### src/rtl/serial_frame_pkg.sv
// Shared types and helpers for the serial frame receiver.
// Parity stage is built only when SERIAL_FRAME_RX_PARITY_EN is defined.
package serial_frame_pkg;

    typedef enum logic [1:0] {
        HUNT    = 2'd0,
        PAYLOAD = 2'd1,
        PARITY  = 2'd2
    } state_t;

    localparam int           DEF_SYNC_W    = 8;
    localparam logic [7:0]   DEF_SYNC_WORD = 8'hA5;
    localparam int           PAR_MAX_W     = 64;

    // True when the vector holds an even number of ones.
    function automatic logic even_ok(input logic [PAR_MAX_W-1:0] v);
        return ~(^v);
    endfunction

endpackage

### src/rtl/serial_frame_rx_sync_window.sv
// Shift window that flags a match on the value it is about to hold.
// Clear has priority over shift; match only asserts on shifting edges.
module sync_window
    import serial_frame_pkg::*;
#(
    parameter int           W       = DEF_SYNC_W,
    parameter logic [W-1:0] PATTERN = DEF_SYNC_WORD
) (
    input  logic clk,
    input  logic reset,
    input  logic shift,
    input  logic clear,
    input  logic data_in,
    output logic match
);

    logic [W-1:0] win;
    logic [W-1:0] win_nxt;

    assign win_nxt = {win[W-2:0], data_in};
    assign match   = shift && (win_nxt == PATTERN);

    always_ff @(posedge clk) begin
        if (reset || clear) begin
            win <= '0;
        end else if (shift) begin
            win <= win_nxt;
        end
    end

endmodule

### src/rtl/serial_frame_rx.sv
// Framed serial byte receiver: sync hunt, MSB-first payload, optional
// even parity (SERIAL_FRAME_RX_PARITY_EN).
module serial_frame_rx
    import serial_frame_pkg::*;
#(
    parameter int                SYNC_W    = DEF_SYNC_W,
    parameter logic [SYNC_W-1:0] SYNC_WORD = DEF_SYNC_WORD,
    parameter int                DATA_W    = 8,
    parameter int                CNT_W     = 4
) (
    input  logic              clk,
    input  logic              reset,
    input  logic              en,
    input  logic              data_in,
    output logic [DATA_W-1:0] data_out,
    output logic              valid,
    output logic              err,
    output logic              locked,
    output logic [CNT_W-1:0]  frame_cnt
);

    localparam int BW = $clog2(DATA_W);

    if (SYNC_WORD == '0) begin : g_bad_sync
        $error("SYNC_WORD must be nonzero");
    end

    state_t            state;
    state_t            state_nxt;
    logic [DATA_W-1:0] payload;
    logic [DATA_W-1:0] payload_nxt;
    logic [BW-1:0]     bit_cnt;
    logic              match;
    logic              win_shift;
    logic              win_clr;
    logic              last_bit;
    logic              complete;
    logic              fail;

    assign payload_nxt = {payload[DATA_W-2:0], data_in};
    assign last_bit    = (bit_cnt == BW'(DATA_W - 1));

    sync_window #(
        .W       (SYNC_W),
        .PATTERN (SYNC_WORD)
    ) u_win (
        .clk     (clk),
        .reset   (reset),
        .shift   (win_shift),
        .clear   (win_clr),
        .data_in (data_in),
        .match   (match)
    );

    always_ff @(posedge clk) begin
        if (reset) begin
            state <= HUNT;
        end else begin
            state <= state_nxt;
        end
    end

    always_comb begin
        state_nxt = state;
        if (en) begin
            unique case (state)
                HUNT: if (match) state_nxt = PAYLOAD;
                PAYLOAD: begin
                    if (last_bit) begin
`ifdef SERIAL_FRAME_RX_PARITY_EN
                        state_nxt = PARITY;
`else
                        state_nxt = HUNT;
`endif
                    end
                end
                default: state_nxt = HUNT;
            endcase
        end
    end

`ifdef SERIAL_FRAME_RX_PARITY_EN
    logic par_ok;
    assign par_ok = even_ok(PAR_MAX_W'({payload, data_in}));
`endif

    always_comb begin
        locked    = (state != HUNT);
        win_shift = en && (state == HUNT);
        // Window stays cleared for the whole body so payload never syncs.
        win_clr   = en && ((state != HUNT) || match);
`ifdef SERIAL_FRAME_RX_PARITY_EN
        complete  = en && (state == PARITY) && par_ok;
        fail      = en && (state == PARITY) && !par_ok;
`else
        complete  = en && (state == PAYLOAD) && last_bit;
        fail      = 1'b0;
`endif
    end

    always_ff @(posedge clk) begin
        if (reset) begin
            payload   <= '0;
            bit_cnt   <= '0;
            data_out  <= '0;
            valid     <= 1'b0;
            frame_cnt <= '0;
        end else begin
            valid <= complete;
            if (en && state == PAYLOAD) begin
                payload <= payload_nxt;
                bit_cnt <= bit_cnt + 1'b1;
            end else if (en) begin
                bit_cnt <= '0;
            end
            if (complete) begin
`ifdef SERIAL_FRAME_RX_PARITY_EN
                data_out <= payload;
`else
                data_out <= payload_nxt;
`endif
                frame_cnt <= frame_cnt + 1'b1;
            end
        end
    end

`ifdef SERIAL_FRAME_RX_PARITY_EN
    always_ff @(posedge clk) begin
        if (reset) begin
            err <= 1'b0;
        end else begin
            err <= fail;
        end
    end
`else
    logic unused_fail;
    assign unused_fail = fail;
    assign err = 1'b0;
`endif

endmodule
### config.mk
export PLATFORM = sky130hd
export DESIGN_NAME = serial_frame_rx
export DESIGN_NICKNAME = d
export VERILOG_FILES = /design/src/rtl/serial_frame_pkg.sv /design/src/rtl/serial_frame_rx_sync_window.sv /design/src/rtl/serial_frame_rx.sv
export SDC_FILE = /design/constraint.sdc
export NUM_CORES = 1
export LEC_CHECK = 0
export CORE_MARGIN = 3
export CORE_UTILIZATION = 51
export CTS_CLUSTER_DIAMETER = 40
export DETAILED_ROUTE_END_ITERATION = 8
export PLACE_DENSITY = 0.76
export SYNTH_ARGS = -nofsm -noshare
export SYNTH_HDL_FRONTEND = slang
export SYNTH_SLANG_ARGS = --single-unit
### constraint.sdc
create_clock -name clk -period 1.8 [get_ports clk]
set_input_delay 0.45 -clock clk [delete_from_list [all_inputs] [get_ports clk]]
set_output_delay 0.45 -clock clk [all_outputs]
set_load 0.1 [all_outputs]
* Word-level counts from Yosys, hierarchy flattened
Cells that the tools add are included.
** Word-level totals
- Bits in registers :: 32
- Input port bits :: 4
- Bits in writable memories :: 0
- Memory bits (read-only) :: 0
- Bits in latches :: 0
- Memories kept :: 0
- Word-level logic and storage cells :: 30
** Cells by class
- Multipliers :: 0
- Mux-type cells :: 5
- Reductions and logical operators :: 11
- Bitwise operators :: 0
- Equality and inequality tests :: 5
- Add/subtract/negate cells :: 2
- $lt $le $gt $ge :: 0
- Divide/modulo/power cells :: 0
- Shifts and indexed selects :: 0
** Operators with widths (count)
- $eq 8x8->1 const B :: 1
- $mux 3 :: 2
- $logic_and 1x1->1 :: 5
- $add 4x1->4 const B :: 1
- $mux 2 :: 2
- $ne 2x2->1 const B :: 2
- $pmux 2 s2 :: 1
- $reduce_bool 2->1 :: 2
- $add 3x1->3 const B :: 1
- $eq 3x3->1 const B :: 1
- $reduce_and 3->1 :: 1
- $eq 2x1->1 const B :: 1
- $logic_not 2->1 :: 1
- $logic_or 1x1->1 :: 2

* Longest topological paths before layout
- Word-level depth :: 6
- Gate-level depth with buffers :: 6
- Depth with buffers taken out :: 5

* Hierarchy
From an unflattened synthesis, not the netlist that was laid out.
** Unflattened totals
- Cell total of the unflattened synthesis :: 137
- Area, all modules :: 1212.4 um^2
** By module, submodules not included
- serial_frame_rx :: area each 930.9 um^2, cells an instance 110, times used 1, seq. area each 480.5 um^2
- sync_window :: area each 281.5 um^2, cells an instance 27, times used 1, seq. area each 140.1 um^2

* Worst setup path after synthesis
No wires, ideal clock.
- Kind :: register to register
- From :: reg state[0]
- To :: reg frame_cnt[3]
- Path slack :: -62 ps
- Setup time :: 70 ps
- Stages on the path, launching flop included :: 5
- Data arrival time :: 1792 ps
- Path buffers :: 1
- Period minus slack after synthesis :: 1862 ps
- Path through :: dfxtp_1 > buf_2 > nand3_2 > or3_1 > a21oi_1
** Between the ends
- Word-level cells in the longest chain between the ends :: 3
** RTL lines
- start: declaration :: line serial_frame_rx.sv:28 : state_t state;
- start signal: assignment :: line serial_frame_rx.sv:59 : state <= state_nxt;
- $eq 2x1->1 :: line serial_frame_rx.sv:96 : complete = en && (state == PAYLOAD) && last_bit;
- $logic_and 1x1->1 (2 in series) :: line serial_frame_rx.sv:96
- end signal: assignment :: line serial_frame_rx.sv:122 : frame_cnt <= frame_cnt + 1'b1;
- end: declaration :: line serial_frame_rx.sv:19 : output logic [CNT_W-1:0] frame_cnt
Every way passes these cells.
A chain may end at the register's enable or synchronous reset.

* Worst setup path after layout
- From :: reg bit_cnt[0]
- To :: reg data_out[6]
** Between the ends
- Word-level cells in the longest chain between the ends :: 2
** RTL lines
- start: declaration :: line serial_frame_rx.sv:32 : logic [BW-1:0] bit_cnt;
- start signal: assignment :: line serial_frame_rx.sv:112 : bit_cnt <= bit_cnt + 1'b1;
- $eq 3x3->1 :: line serial_frame_rx.sv:41 : assign last_bit = (bit_cnt == BW'(DATA_W - 1));
- $logic_and 1x1->1 :: line serial_frame_rx.sv:96
- end signal: assignment :: line serial_frame_rx.sv:120 : data_out <= payload_nxt;
- end: declaration :: line serial_frame_rx.sv:15 : output logic [DATA_W-1:0] data_out,
Every way passes these cells.

==> impl_metrics.sql <==
INSERT INTO impl_metrics (metric_group, metric, value, unit) VALUES
('clock_network', 'cts.repair_timing.setup_buffer_count', '0', ''),
('layout', 'final-instance-count-excl-fill', '177', ''),
('placed_design', 'port_buffers', '17', ''),
('timing', 'setup_violations', '0', ''),
('timing', 'rsz0062_at_grt', 'false', ''),
('setup_path', 'rr_startpoint', 'bit_cnt[0]', ''),
('clock_network', 'cts_tree', 'done', ''),
('die', 'die_x', '54.0', 'µm'),
('job', 'drv_cap', '0', ''),
('placed_design', 'placedInstanceArea', '1500', 'µm²'),
('placed_design', 'final_weighted_congestion_in_routability_driven_placement', '0.694', ''),
('timing', 'final-hold-violation-count', '0', ''),
('setup_path', 'crit_path_start_kind', 'flop', ''),
('clock_network', 'cts_repair_resize_count', '0', ''),
('yosys', 'synth_fp_nets', '137', ''),
('route', 'wl_per_cell', '13.5', 'µm'),
('timing', 'fraction_of_the_cycle_the_final_worst_path_needs', '85.7', '%'),
('die', 'floorplan.core_area', '2060', 'µm²'),
('power', 'power.static_leakage', '0.569', 'nW'),
('setup_path', 'ff2ff_path_depth', '5', ''),
('global_routing', 'globalRouteOverflowTotal', '0', ''),
('route', 'routed_wl', '2390', 'µm'),
('power', 'power_density', '727', 'nW/µm²'),
('setup_path', 'arrival', '1.79', 'ns'),
('setup_path', 'worst_setup_path_type', 'flop to flop', ''),
('status', 'outcome', 'completed', ''),
('route', 'avg_vias_per_cell', '5.35', ''),
('layout', 'layout-area-overhead-vs-synth', '32.8', '%'),
('hold_path', 'worst_hold_path.endpoint', 'data_out[7]', ''),
('placed_design', 'preCtsSetupSlack', '-0.0183', 'ns'),
('yosys', 'netlist.top_cell.by_area', 'dfxtp_1', ''),
('timing', 'clock.fmax', '648', 'MHz'),
('yosys', 'synth.cells.most_frequent', 'nand2_1 (34), dfxtp_1 (31), a21oi_1 (19), nor2_1 (6)', ''),
('power', 'power.total', '1.13', 'mW'),
('route', 'dr.pass1.iters', '4', ''),
('yosys', 'netlist_instances', '130', ''),
('yosys', 'yosys.area.top_type_share', '52.9', '%'),
('clock_network', 'path_clk_slew', '0.09', 'ns'),
('layout', 'fraction_of_layout_cells_with_a_size_suffix_above_1', '20.0', '%'),
('placed_design', 'detailedPlacementHpwl', '1740', 'µm'),
('route', 'dr_total_vias', '947', ''),
('die', 'core.rowCount', '16', ''),
('global_routing', 'grt_max_degree', '22', ''),
('clock_network', 'ctsRootBufferMaster', 'clkbuf_4', ''),
('timing', 'whs', '0.469', 'ns'),
('yosys', 'yosys_warnings', '0', ''),
('yosys', 'seq_area_frac_synth', '52.9', '%'),
('setup_path', 'critical_path.reg2reg.endpoint', 'data_out[6]', ''),
('hold_path', 'whs_path_depth', '2', ''),
('yosys', 'ffs_latches_synth', '31', ''),
('global_routing', 'grt_pass1_wl', '4030', 'µm'),
('setup_path', 'end_kind', 'flop', ''),
('yosys', 'synth.distinct_cells', '28', ''),
('yosys', 'synth.most_common_cell', 'nand2_1', ''),
('layout', 'antennaDiodeCount', '0', ''),
('die', 'start_util', '56.9', '%'),
('layout', 'finalNetCount', '157', ''),
('layout', 'layout.cell_area.non_filler', '1560', 'µm²'),
('route', 'detail_route.drc_violations', '0', ''),
('clock_network', 'cts_buffer_depth', '2', ''),
('global_routing', 'antenna_found_initial', '0', ''),
('timing', 'layout_setup_ws', '0.258', 'ns'),
('global_routing', 'first_global_vias', '896', ''),
('route', 'detail_route.iter0.violations', '21', ''),
('timing', 'post-route-min-period', '1.54', 'ns'),
('clock_network', 'clock-sinks', '31', ''),
('timing', 'slew_violations', '0', ''),
('yosys', 'avgSynthCellArea', '9.03', 'µm²'),
('yosys', 'asyncSetResetFlopFracSynth', '0', '%'),
('clock_network', 'cts-htree-levels', '2', ''),
('timing', 'setup_total_negative_slack', '0', 'ns');
sequential cells by signal, indices dropped and copies added, names as in the netlist:
name,flops
valid,1
bit_cnt,3
u_win.win,7
frame_cnt,4
data_out,8
state,1
payload,7
report_power, final:
part,internal [mW],total (mW),switching [mW],leakage (nW)
registers,0.688,0.690,0.00220,0.250
clock network,0.181,0.397,0.217,0.0341
logic,0.0159,0.0452,0.0293,0.285
total,0.884,1.13,0.248,0.569
worst max-delay path by stage:
stage          slack (ns)         start            to
2_1_floorplan        0.13  frame_cnt[0]  frame_cnt[2]
3_3_place_gp         0.07            en  u_win.win[0]
3_5_place_dp        -0.02            en      state[0]
4_1_cts              0.23    bit_cnt[0]   data_out[6]
5_1_grt              0.16    bit_cnt[0]   data_out[6]
6_report             0.26    bit_cnt[0]   data_out[6]
worst max-delay path, cell delays in order, from the launching register on:
cell	delay [ns]
dfxtp_1	0.35
ha_1	0.16
ha_1	0.23
and3_1	0.42
nand2_1	0.13
a21oi_1	0.18
layout by cell type (no fill, tap or decap), drive strengths merged:
cell,instances
nand3b,1
conb,1
clkbuf,6
or3,1
buf,19
dfxtp,31
clkdlybuf4s50,3
nor3b,1
nor2,6
nand2,34
nor4b,1
xnor2,1
nand2b,1
a32o,3
xor2,1
nor2b,2
nand3,3
inv,1
ha,3
and2,1
nand4,2
and3,1
o21ai,2
a21oi,19
clkinv,1
a22o,4
mux2,1
layer usage:
metal	vias to the layer above	global-route usage (%)	part of all wire, %
met5	-	0	0
met4	0	9.96	2.0
met3	5	6.93	6.0
met2	25	32.3	49
met1	442	23.2	43
li1	475	-	-
cell families (layout without fill, tap and decap cells):
logic type               Yosys count  after routing  share of synthesized area [%]
AND/OR/NAND/NOR                   54             54                           21.7
buffers and inverters             10             30                           4.90
flip-flops                        31             31                           52.9
adder cells (fa/ha/maj)            3              3                           3.20
multiplexers                       1              1                          0.959
AO/OA/AOI/OAI                     28             28                           14.5
other                              1              1                          0.320
XOR/XNOR                           2              2                           1.49
layout make-up:
cell class / count / area, µm²
Fill cell: 147 / 503
Sequential cell: 31 / 622
Tap cell: 27 / 33.8
Clock buffer: 6 / 51.3
Timing Repair Buffer: 22 / 348
Clock inverter: 1 / 5.00
Multi-Input combinational cell: 89 / 495
Inverter: 1 / 3.75
Note: power is estimated with default switching activity, not from simulation.
